==> src/rtl/apb_multi_slave_bridge_if.sv <==
// Command port and APB bus bundle for apb_multi_slave_bridge.
// The master modport is the bridge's view. The slave modport is the view
// of the host plus slave array on the other side of the bridge.
interface apb_multi_slave_bridge_if #(
    parameter int AW = 8,
    parameter int DW = 32,
    parameter int NS = 4
);
    // Command side: a command is accepted on a cycle where transfer && cmd_ready.
    // The host holds its fields stable on that cycle only. The response is a
    // single-cycle rsp_valid pulse. rsp_error and apb_read_data_out are
    // qualified by that pulse and read as zero otherwise.
    logic                 transfer;
    logic                 read_write;
    logic [AW-1:0]        apb_write_paddr;
    logic [DW-1:0]        apb_write_data;
    logic [DW/8-1:0]      apb_write_strb;
    logic [AW-1:0]        apb_read_paddr;
    logic                 cmd_ready;
    logic [DW-1:0]        apb_read_data_out;
    logic                 rsp_valid;
    logic                 rsp_error;

    // APB side
    logic [NS-1:0]        psel;
    logic                 penable;
    logic                 pwrite;
    logic [AW-1:0]        paddr;
    logic [DW-1:0]        pwdata;
    logic [DW/8-1:0]      pstrb;
    logic [NS*DW-1:0]     prdata;
    logic [NS-1:0]        pready;
    logic [NS-1:0]        pslverr;

    modport master (
        input  transfer, read_write, apb_write_paddr, apb_write_data,
               apb_write_strb, apb_read_paddr, prdata, pready, pslverr,
        output cmd_ready, apb_read_data_out, rsp_valid, rsp_error,
               psel, penable, pwrite, paddr, pwdata, pstrb
    );

    modport slave (
        output transfer, read_write, apb_write_paddr, apb_write_data,
               apb_write_strb, apb_read_paddr, prdata, pready, pslverr,
        input  cmd_ready, apb_read_data_out, rsp_valid, rsp_error,
               psel, penable, pwrite, paddr, pwdata, pstrb
    );
endinterface

==> src/rtl/apb_multi_slave_bridge.sv <==
// APB master bridge. It takes one command at a time and decodes the target
// slave from the top address bits. It then runs SETUP/ACCESS on that slave,
// with wait states, PSLVERR propagation and an ACCESS timeout.
module apb_multi_slave_bridge #(
    parameter int AW     = 8,
    parameter int DW     = 32,
    parameter int NS     = 4,
    parameter int TO_CYC = 16
) (
    input  logic                      pclk,
    input  logic                      presetn,
    apb_multi_slave_bridge_if.master  bus,
    output logic [1:0]                dbg_state
);
    localparam int SW = (NS > 1) ? $clog2(NS) : 1;
    localparam int BW = DW / 8;
    localparam int CW = $clog2(TO_CYC + 1);

    typedef enum logic [1:0] {
        IDLE   = 2'd0,
        SETUP  = 2'd1,
        ACCESS = 2'd2
    } state_t;

    state_t          state;
    state_t          state_nxt;

    logic [AW-1:0]   addr_q;
    logic [DW-1:0]   wdata_q;
    logic [BW-1:0]   strb_q;
    logic            write_q;
    logic [SW-1:0]   idx_q;
    logic [CW-1:0]   wait_cnt;
    logic            rsp_valid_q;
    logic            rsp_error_q;
    logic [DW-1:0]   rdata_q;

    logic            accept;
    logic [AW-1:0]   cmd_addr;
    logic [SW-1:0]   cmd_idx;
    logic            cmd_bad;
    logic            sel_ready;
    logic            sel_err;
    logic [DW-1:0]   sel_rdata;
    logic            done;
    logic            timeout;

    // Command decode: the address comes from the port matching the direction
    assign accept   = bus.transfer && (state == IDLE);
    assign cmd_addr = bus.read_write ? bus.apb_read_paddr : bus.apb_write_paddr;
    assign cmd_idx  = cmd_addr[AW-1 -: SW];
    assign cmd_bad  = int'(cmd_idx) >= NS;

    // Pick the response lines of the latched slave; other slaves are ignored
    always_comb begin
        sel_ready = 1'b0;
        sel_err   = 1'b0;
        sel_rdata = '0;
        for (int i = 0; i < NS; i++) begin
            if (int'(idx_q) == i) begin
                sel_ready = bus.pready[i];
                sel_err   = bus.pslverr[i];
                sel_rdata = bus.prdata[i*DW +: DW];
            end
        end
    end

    // FSM state register
    always_ff @(posedge pclk or negedge presetn) begin
        if (!presetn) state <= IDLE;
        else          state <= state_nxt;
    end

    // Next state and phase outputs. A bad decode never leaves IDLE.
    always_comb begin
        state_nxt   = state;
        done        = 1'b0;
        timeout     = 1'b0;
        bus.psel    = '0;
        bus.penable = 1'b0;
        unique case (state)
            IDLE: begin
                if (accept && !cmd_bad) state_nxt = SETUP;
            end
            SETUP: begin
                state_nxt = ACCESS;
            end
            ACCESS: begin
                bus.penable = 1'b1;
                if (sel_ready) begin
                    done      = 1'b1;
                    state_nxt = IDLE;
                end else if (wait_cnt == CW'(TO_CYC - 1)) begin
                    // This is the TO_CYC-th ACCESS cycle without PREADY
                    timeout   = 1'b1;
                    state_nxt = IDLE;
                end
            end
            default: state_nxt = IDLE;
        endcase
        for (int i = 0; i < NS; i++) begin
            if (state != IDLE && int'(idx_q) == i) bus.psel[i] = 1'b1;
        end
    end

    // Command latch, wait counter and the one-cycle response registers
    always_ff @(posedge pclk or negedge presetn) begin
        if (!presetn) begin
            addr_q      <= '0;
            wdata_q     <= '0;
            strb_q      <= '0;
            write_q     <= 1'b0;
            idx_q       <= '0;
            wait_cnt    <= '0;
            rsp_valid_q <= 1'b0;
            rsp_error_q <= 1'b0;
            rdata_q     <= '0;
        end else begin
            rsp_valid_q <= 1'b0;
            rsp_error_q <= 1'b0;
            rdata_q     <= '0;
            if (accept) begin
                if (cmd_bad) begin
                    // Nothing goes out on the bus; only an error response
                    rsp_valid_q <= 1'b1;
                    rsp_error_q <= 1'b1;
                end else begin
                    addr_q   <= cmd_addr;
                    wdata_q  <= bus.apb_write_data;
                    strb_q   <= bus.read_write ? '0 : bus.apb_write_strb;
                    write_q  <= !bus.read_write;
                    idx_q    <= cmd_idx;
                    wait_cnt <= '0;
                end
            end
            if (done) begin
                rsp_valid_q <= 1'b1;
                rsp_error_q <= sel_err;
                rdata_q     <= write_q ? '0 : sel_rdata;
            end else if (timeout) begin
                rsp_valid_q <= 1'b1;
                rsp_error_q <= 1'b1;
            end else if (state == ACCESS) begin
                wait_cnt <= wait_cnt + CW'(1);
            end
        end
    end

    assign bus.cmd_ready         = (state == IDLE);
    assign bus.paddr             = addr_q;
    assign bus.pwdata            = wdata_q;
    assign bus.pstrb             = strb_q;
    assign bus.pwrite            = write_q;
    assign bus.rsp_valid         = rsp_valid_q;
    assign bus.rsp_error         = rsp_error_q;
    assign bus.apb_read_data_out = rdata_q;
    assign dbg_state             = state;
endmodule
==> src/flat_wrapper.sv <==
// flat-port wrapper written by rule: the top's interface ports become plain ports
module apb_multi_slave_bridge_flat 
#(
    parameter int AW     = 8,
    parameter int DW     = 32,
    parameter int NS     = 4,
    parameter int TO_CYC = 16
)
  (pclk, presetn, dbg_state, bus_transfer, bus_read_write, bus_apb_write_paddr, bus_apb_write_data, bus_apb_write_strb, bus_apb_read_paddr, bus_prdata, bus_pready, bus_pslverr, bus_cmd_ready, bus_apb_read_data_out, bus_rsp_valid, bus_rsp_error, bus_psel, bus_penable, bus_pwrite, bus_paddr, bus_pwdata, bus_pstrb);
  apb_multi_slave_bridge_if #(.AW(AW), .DW(DW), .NS(NS)) bus_i ();
  input  logic pclk;
  input  logic presetn;
  output logic [1:0] dbg_state;
  input wire logic [$bits(bus_i.transfer)-1:0] bus_transfer;
  input wire logic [$bits(bus_i.read_write)-1:0] bus_read_write;
  input wire logic [$bits(bus_i.apb_write_paddr)-1:0] bus_apb_write_paddr;
  input wire logic [$bits(bus_i.apb_write_data)-1:0] bus_apb_write_data;
  input wire logic [$bits(bus_i.apb_write_strb)-1:0] bus_apb_write_strb;
  input wire logic [$bits(bus_i.apb_read_paddr)-1:0] bus_apb_read_paddr;
  input wire logic [$bits(bus_i.prdata)-1:0] bus_prdata;
  input wire logic [$bits(bus_i.pready)-1:0] bus_pready;
  input wire logic [$bits(bus_i.pslverr)-1:0] bus_pslverr;
  output wire logic [$bits(bus_i.cmd_ready)-1:0] bus_cmd_ready;
  output wire logic [$bits(bus_i.apb_read_data_out)-1:0] bus_apb_read_data_out;
  output wire logic [$bits(bus_i.rsp_valid)-1:0] bus_rsp_valid;
  output wire logic [$bits(bus_i.rsp_error)-1:0] bus_rsp_error;
  output wire logic [$bits(bus_i.psel)-1:0] bus_psel;
  output wire logic [$bits(bus_i.penable)-1:0] bus_penable;
  output wire logic [$bits(bus_i.pwrite)-1:0] bus_pwrite;
  output wire logic [$bits(bus_i.paddr)-1:0] bus_paddr;
  output wire logic [$bits(bus_i.pwdata)-1:0] bus_pwdata;
  output wire logic [$bits(bus_i.pstrb)-1:0] bus_pstrb;
  assign bus_i.transfer = bus_transfer;
  assign bus_i.read_write = bus_read_write;
  assign bus_i.apb_write_paddr = bus_apb_write_paddr;
  assign bus_i.apb_write_data = bus_apb_write_data;
  assign bus_i.apb_write_strb = bus_apb_write_strb;
  assign bus_i.apb_read_paddr = bus_apb_read_paddr;
  assign bus_i.prdata = bus_prdata;
  assign bus_i.pready = bus_pready;
  assign bus_i.pslverr = bus_pslverr;
  assign bus_cmd_ready = bus_i.cmd_ready;
  assign bus_apb_read_data_out = bus_i.apb_read_data_out;
  assign bus_rsp_valid = bus_i.rsp_valid;
  assign bus_rsp_error = bus_i.rsp_error;
  assign bus_psel = bus_i.psel;
  assign bus_penable = bus_i.penable;
  assign bus_pwrite = bus_i.pwrite;
  assign bus_paddr = bus_i.paddr;
  assign bus_pwdata = bus_i.pwdata;
  assign bus_pstrb = bus_i.pstrb;
  apb_multi_slave_bridge #(.AW(AW), .DW(DW), .NS(NS), .TO_CYC(TO_CYC)) u_core (.pclk(pclk), .presetn(presetn), .bus(bus_i), .dbg_state(dbg_state));
endmodule
==> config.mk <==
export PLATFORM = sky130hd
export DESIGN_NAME = apb_multi_slave_bridge_flat
export DESIGN_NICKNAME = d
export VERILOG_FILES = /design/src/rtl/apb_multi_slave_bridge_if.sv /design/src/rtl/apb_multi_slave_bridge.sv /design/src/flat_wrapper.sv
export SDC_FILE = /design/constraint.sdc
export NUM_CORES = 1
export LEC_CHECK = 0
export BUFFER_PORTS_ARGS = -buffer_cell sky130_fd_sc_hd__buf_4
export CORE_AREA = 4 4 106 108
export CTS_BUF_LIST = sky130_fd_sc_hd__clkbuf_16
export DETAILED_ROUTE_END_ITERATION = 10
export DIE_AREA = 0 0 110 112
export PLACE_DENSITY = 0.86
export SLEW_MARGIN = 10
export SYNTH_ARGS = -nofsm -noshare
export SYNTH_HDL_FRONTEND = slang
export SYNTH_SLANG_ARGS = --single-unit
export TNS_END_PERCENT = 50
==> constraint.sdc <==
create_clock -name pclk -period 2.3 [get_ports pclk]
set_input_delay 0.115 -clock pclk [delete_from_list [all_inputs] [get_ports pclk]]
set_output_delay 0.115 -clock pclk [all_outputs]
set_load 0.01 [all_outputs]
==> results of run 1 <==
## layout by cell type (no fill, tap or decap), types with 2 or more instances in the layout
cell type and instances:
clkbuf_16 9, mux2i_1 13, nand2_1 18, inv_6 4, nand2b_1 4, dfrtp_1 84, nor2b_1 32, or3b_2 2
nor3_1 3, buf_12 2, o21ai_1 14, dlygate4sd3_1 21, bufinv_16 2, mux2_1 32, nor2_1 7, buf_4 283
ha_1 2, inv_1 5, mux4_2 34, dfrtp_2 2
## layout make-up
| cell class | count | area, sq um |
|---|---|---|
| fill | 720 | 3428 |
| sequential | 86 | 2155 |
| antenna | 1 | 2.502 |
| inverter | 5 | 18.77 |
| clock inverter | 7 | 102.6 |
| clock buffer | 9 | 225.2 |
| multi-input combinational | 169 | 1754 |
| tap | 136 | 170.2 |
| timing repair buffer | 306 | 2375 |
## power groups by stage
stage	logic [mW]	registers (mW)	clock network, mW
floorplan	1.52	2.54	0
global placement	3.08	2.38	0
detailed placement	3.14	2.42	0
CTS	3.18	2.39	1.61
global route	3.39	2.46	1.68
finish	3.13	2.39	1.58
## worst max path at each step
stage / start / endpoint / slack, ps / cells past startpoint
4_1_cts: u_core.wait_cnt[0] / u_core.wait_cnt[1] / 130 / 6
3_3_place_gp: u_core.wait_cnt[0] / u_core.wait_cnt[1] / 260 / 6
6_report: u_core.wait_cnt[0] / u_core.wait_cnt[1] / 130 / 6
5_1_grt: u_core.wait_cnt[0] / u_core.wait_cnt[1] / 30 / 6
2_1_floorplan: u_core.wait_cnt[0] / u_core.wait_cnt[1] / 320 / 6
3_5_place_dp: u_core.wait_cnt[0] / u_core.wait_cnt[1] / 170 / 6
## synthesized netlist by cell type
| library cell | n | share of area (%) |
|---|---|---|
| o21ai_1 | 14 | 1.7 |
| o21ai_0 | 1 | 0.12 |
| and3_1 | 1 | 0.16 |
| or3b_2 | 1 | 0.22 |
| mux2i_1 | 13 | 3.2 |
| nand2b_1 | 4 | 0.62 |
| nand3b_1 | 1 | 0.19 |
| mux4_2 | 34 | 19 |
| buf_1 | 1 | 0.093 |
| o22ai_1 | 1 | 0.16 |
| nor3_1 | 3 | 0.37 |
| nand3_1 | 1 | 0.12 |
| ha_1 | 2 | 0.62 |
| buf_2 | 9 | 1.1 |
| nor2b_1 | 32 | 5.0 |
| inv_1 | 5 | 0.47 |
| dfrtp_1 | 86 | 53 |
| nor2_1 | 7 | 0.65 |
| buf_4 | 3 | 0.56 |
| mux2_1 | 32 | 9.0 |
| nand2_1 | 18 | 1.7 |
| clkbuf_1 | 7 | 0.65 |
| nor3b_1 | 1 | 0.19 |
| or3b_1 | 2 | 0.44 |
| a21oi_1 | 1 | 0.12 |
## registers in the layout, summed over array words and instances (netlist names), 2 cells and up
| name | flops |
|---|---|
| u_core.dbg_state | 2 |
| u_core.bus.paddr | 7 |
| u_core.bus.pstrb | 4 |
| u_core.wait_cnt | 5 |
| u_core.bus.apb_read_data_out | 32 |
| u_core.bus.pwdata | 32 |
## per-stage QoR
stage          hold slack [ps]  setup slack [ps]  utilization, %  area, sq um
2_1_floorplan           -180.6             322.9               -         4023
3_3_place_gp             106.2             262.5           61.21         6262
3_5_place_dp             115.1             172.8           61.21         6262
4_1_cts                 0.3474             127.7           66.27         6780
5_1_grt                  1.884             31.98           66.49         6803
6_report                 7.386             133.9           66.49         6803
## layer usage
metal  part of all wire [%]  GRT usage, %  up-vias  wire length [um]
li1                       -             -     1598                 -
met1                     35         23.67     1711              4620
met2                     55         38.83      169              7406
met3                    7.9         4.928       22              1056
met4                    2.1         7.066        2               275
met5                  0.097             0        -                13
## critical path, stage by stage, from the launching register on
cell and delay, ps:
dfrtp_1 430, ha_1 230, and3_1 180, ha_1 200
or3b_2 520, or3b_1 390, a21oi_1 150
## cells by family (layout without fill, tap and decap cells)
family,after synthesis,in the layout,synth area share (%)
AOI/OAI and AO/OA,17,17,2.146
adders and majority gates,2,2,0.6220
buffers and inverters,25,327,2.893
DFF,86,86,53.50
muxes,79,79,31.23
other,0,1,0
and+or+nand+nor,71,71,9.611
==> run summary, run 1 <==
ANT nets after route -> 0
drt drc -> 0
PD cells -> 1044 nW/um^2
Slew HR -> 67.23%
Fmax -> 461.7 MHz
Reg power frac -> 33.6%
Max-Cap Viols -> 0
Synth Area per Inst -> 14.37 sq um
Mapped Cells -> 280
dpl cells -> 681
GRT Util Overall -> 21.19%
status -> finished, final reports clean
unrepaired setup endpoints after global routing -> no
Post-Syn Area -> 4023 sq um
Hold Path Stages -> 2
vias in the first global route -> 3821
Final Critical Period -> 2166 ps
setup TNS -> 0 ps
library cells used by synthesis -> 25
initial antenna violation count -> 2
worst-margin pin slew -> 491.5 ps
Tot Pwr -> 7.101 mW
final wirelength -> 13.37 mm
Synth Register Bits -> 86
Worst Hold Class -> in2reg
synth warn -> 0
final setup vio count -> 0
P_leak -> 3.335 nW
R2R setup slack -> 130 ps
Net Sw Power -> 2.279 mW
post-cts sizing count -> 0
Final Hold Viols -> 0
Initial Util -> 39.32%
Hold Buf Count CTS -> 19
DRT iter0 DRCs -> 160
clock power share -> 22.3%
VDD IR max -> 499.2 uV
IO Port Bufs -> 278
R2R depth -> 6
grt ovf -> 0
Worst-path clk slew -> 70 ps
H-tree depth -> 3
Area Growth Syn to Fin -> 69.11%
Max Buffers Root-to-Sink -> 2
Final HPWL DP -> 10.64 mm
crit path max fanout -> 6
Nets -> 771
CP Launch Type -> flip-flop
gpl congestion -> 0.9239
Worst EP arrival -> 2420 ps
full die area -> 12320 sq um
Critical Path RT -> 2550 ps
Sink Count -> 86
combinational power share -> 44.1%
Hold Path Sink -> u_core.bus.pwdata[2]
TritonCTS buffer count -> 9
sw frac -> 32.09%
R2R Path Start -> u_core.wait_cnt[0]
kind of critical path -> reg2reg
Final Cycle Share -> 94.18%
global-route wire length before repair -> 19.69 mm
crit end category -> flip-flop
worst-skew pair later-pin latency -> 330 ps
core region area -> 10230 sq um
largest net degree at the start of global routing -> 50
hold wc startpoint -> bus_apb_write_data[2]
Die Width -> 110 um
DR pass1 iterations -> 4
setup repair bufs after CTS -> 0
DR vias/cell -> 4.871
Die Y -> 112 um
Layout Cells excl Fill -> 719
RR Endpoint -> u_core.wait_cnt[1]
vias -> 3502
Power Internal -> 4.822 mW
I/O pins -> 279
WL per Instance -> 18.60 um
CTS tree -> yes
clock root buffer -> clkbuf_16
layout cells sized above 1 -> 58.25%
Seq/Total Area, Yosys -> 53.50%
synthesized net count -> 474
skew final -> 10.00 ps
Max Slew Vio Count -> 0
Core Rows -> 37
(Power assumes the default switching activity.)
==> run 2, diff against run 1 <==
--- a/config.mk
+++ b/config.mk
@@ -5,7 +5,7 @@
 export SDC_FILE = /design/constraint.sdc
 export NUM_CORES = 1
 export LEC_CHECK = 0
-export BUFFER_PORTS_ARGS = -buffer_cell sky130_fd_sc_hd__buf_4
+export BUFFER_PORTS_ARGS = -buffer_cell sky130_fd_sc_hd__clkbuf_2
 export CORE_AREA = 4 4 106 108
 export CTS_BUF_LIST = sky130_fd_sc_hd__clkbuf_16
 export DETAILED_ROUTE_END_ITERATION = 10
==> run 2 against run 1 <==
Effect of this change: hold slack improved by 2.6 ps; highest routed layer unchanged; clock power increased by 9%; critical endpoint unchanged; sequential share of layout area increased by 3.9 points; sequential power decreased by 3%; flip-flop and latch count unchanged; utilization decreased by 7.3 points; final cell count decreased by 1.3%; via count decreased by 2.0%.
==> run summary, run 2 (same netlist as run 1, synthesis figures left out) <==
global-route wire length before repair -> 18.75 mm
Max Buffers Root-to-Sink -> 2
final wirelength -> 12.29 mm
Sink Count -> 86
I/O pins -> 279
fin area -> 6061 sq um
crit path max fanout -> 6
gpl congestion -> 0.9883
commonest non-fill, non-tap cell in the layout -> clkbuf_2
antenna cell count -> 0
vias in the first global route -> 3721
core region area -> 10230 sq um
Fmax -> 471.0 MHz
layout cells sized above 1 -> 58.71%
kind of cell adding the most delay to the critical path -> simple AND/OR/NAND/NOR gates
GR Layer Usage met2 -> 35.11%
VDD IR max -> 632.2 uV
GR peak layer -> met2
PD cells -> 1121 nW/um^2
GRT Util Overall -> 19.91%
grt ovf -> 0
worst-skew pair later-pin latency -> 330 ps
Final HPWL DP -> 10.25 mm
commonest non-fill, non-tap cells in the layout -> clkbuf_2, dfrtp_1, mux4_2, nor2b_1, mux2_1
skew final -> 8.584 ps
WP buf/inv -> 0
DR vias/cell -> 4.832
kind of critical path -> reg2reg
Core Rows -> 37
Most common cell on crit path -> ha_1
Slew HR -> 62.36%
vias -> 3431
Die Y -> 112 um
Nets -> 763
crit path from -> u_core.wait_cnt[0]
CTS tree -> yes
Max Slew Vio Count -> 0
status -> finished, final reports clean
fin util -> 59.24%
full die area -> 12320 sq um
clock root buffer -> clkbuf_16
R2R Path Start -> u_core.wait_cnt[0]
final setup vio count -> 0
dpl cells -> 681
Final Cycle Share -> 92.30%
crit end category -> flip-flop
Max-Cap Viols -> 0
Layout Cells excl Fill -> 710
Critical Path RT -> 2550 ps
crit-path cells -> ha_1 > and3_1 > ha_1 > or3b_2 > or3b_1 > a21oi_1
Worst EP arrival -> 2370 ps
grt met1 use -> 22.44%
DR pass1 iterations -> 4
P_leak -> 3.134 nW
H-tree depth -> 3
unrepaired setup endpoints after global routing -> no
TritonCTS buffer count -> 9
Final Critical Period -> 2123 ps
ANT nets after route -> 0
worst-margin pin slew -> 564.7 ps
drt drc -> 0
DRT iter0 DRCs -> 197
WL per Instance -> 17.30 um
Final Hold Viols -> 0
largest net degree at the start of global routing -> 57
max incr delay on CP -> 520 ps
setup repair bufs after CTS -> 0
GR Layer Usage met3 -> 5.043%
IO Port Bufs -> 278
Area Growth Syn to Fin -> 50.67%
setup TNS -> 0 ps
Slowest-stage cell, CP -> or3b_2
Initial Util -> 39.32%
initial antenna violation count -> 1
Worst-path clk slew -> 60 ps
Worst Hold Class -> in2reg
hold wc startpoint -> bus_apb_write_data[12]
Die Width -> 110 um
placed cell area -> 5569 sq um
CP Launch Type -> flip-flop
==> run 2: cell type report <==
cell class | count | area (sq um)
Fill cell | 857 | 4170
Sequential cell | 86 | 2155
Multi-Input combinational cell | 169 | 1754
Timing Repair Buffer | 298 | 1602
Clock buffer | 9 | 225.2
Tap cell | 136 | 170.2
Clock inverter | 7 | 136.4
Inverter | 5 | 18.77
==> run 2: through the flow <==
| stage | total power [mW] | hold slack (ps) | worst slack (ps) |
|---|---|---|---|
| final | 6.797 | 10.01 | 177.0 |
| after global routing | 7.234 | 1.040 | 64.14 |
| after CTS | 6.894 | 0.1409 | 182.5 |
| after detailed placement | 5.145 | 146.0 | 193.3 |
| after global placement | 5.020 | 144.3 | 265.7 |
| after floorplan | 4.064 | -180.6 | 322.9 |
==> run 2: power breakdown <==
group	switching (mW)	internal (mW)
Sequential	0.278	2.03
Clock	0.553	1.16
Combinational	1.34	1.43
==> run 2: worst paths after layout <==
path,end,slack (ps),cells past startpoint
max,u_core.wait_cnt[1],180,6
min,u_core.bus.pwdata[12],10,2
max reg2reg,u_core.wait_cnt[1],180,6
min reg2reg,u_core.wait_cnt[3],470,1
max in group asynchronous,u_core.bus.apb_read_data_out[19],1290,3
min in group asynchronous,u_core.bus.pwdata[27],320,2
==> run 2: repair_timing <==
item	in CTS	in global routing
hold buffers	11	2
resized for setup	0	0
endpoints found under the setup margin	0	0
hold endpoints to repair	52	2
==> run 2: metal layers <==
metal | vias up | part of all wire [%]
li1 | 1586 | -
met1 | 1618 | 35
met2 | 198 | 52
met3 | 27 | 9.4
met4 | 2 | 2.9
met5 | - | 0.11
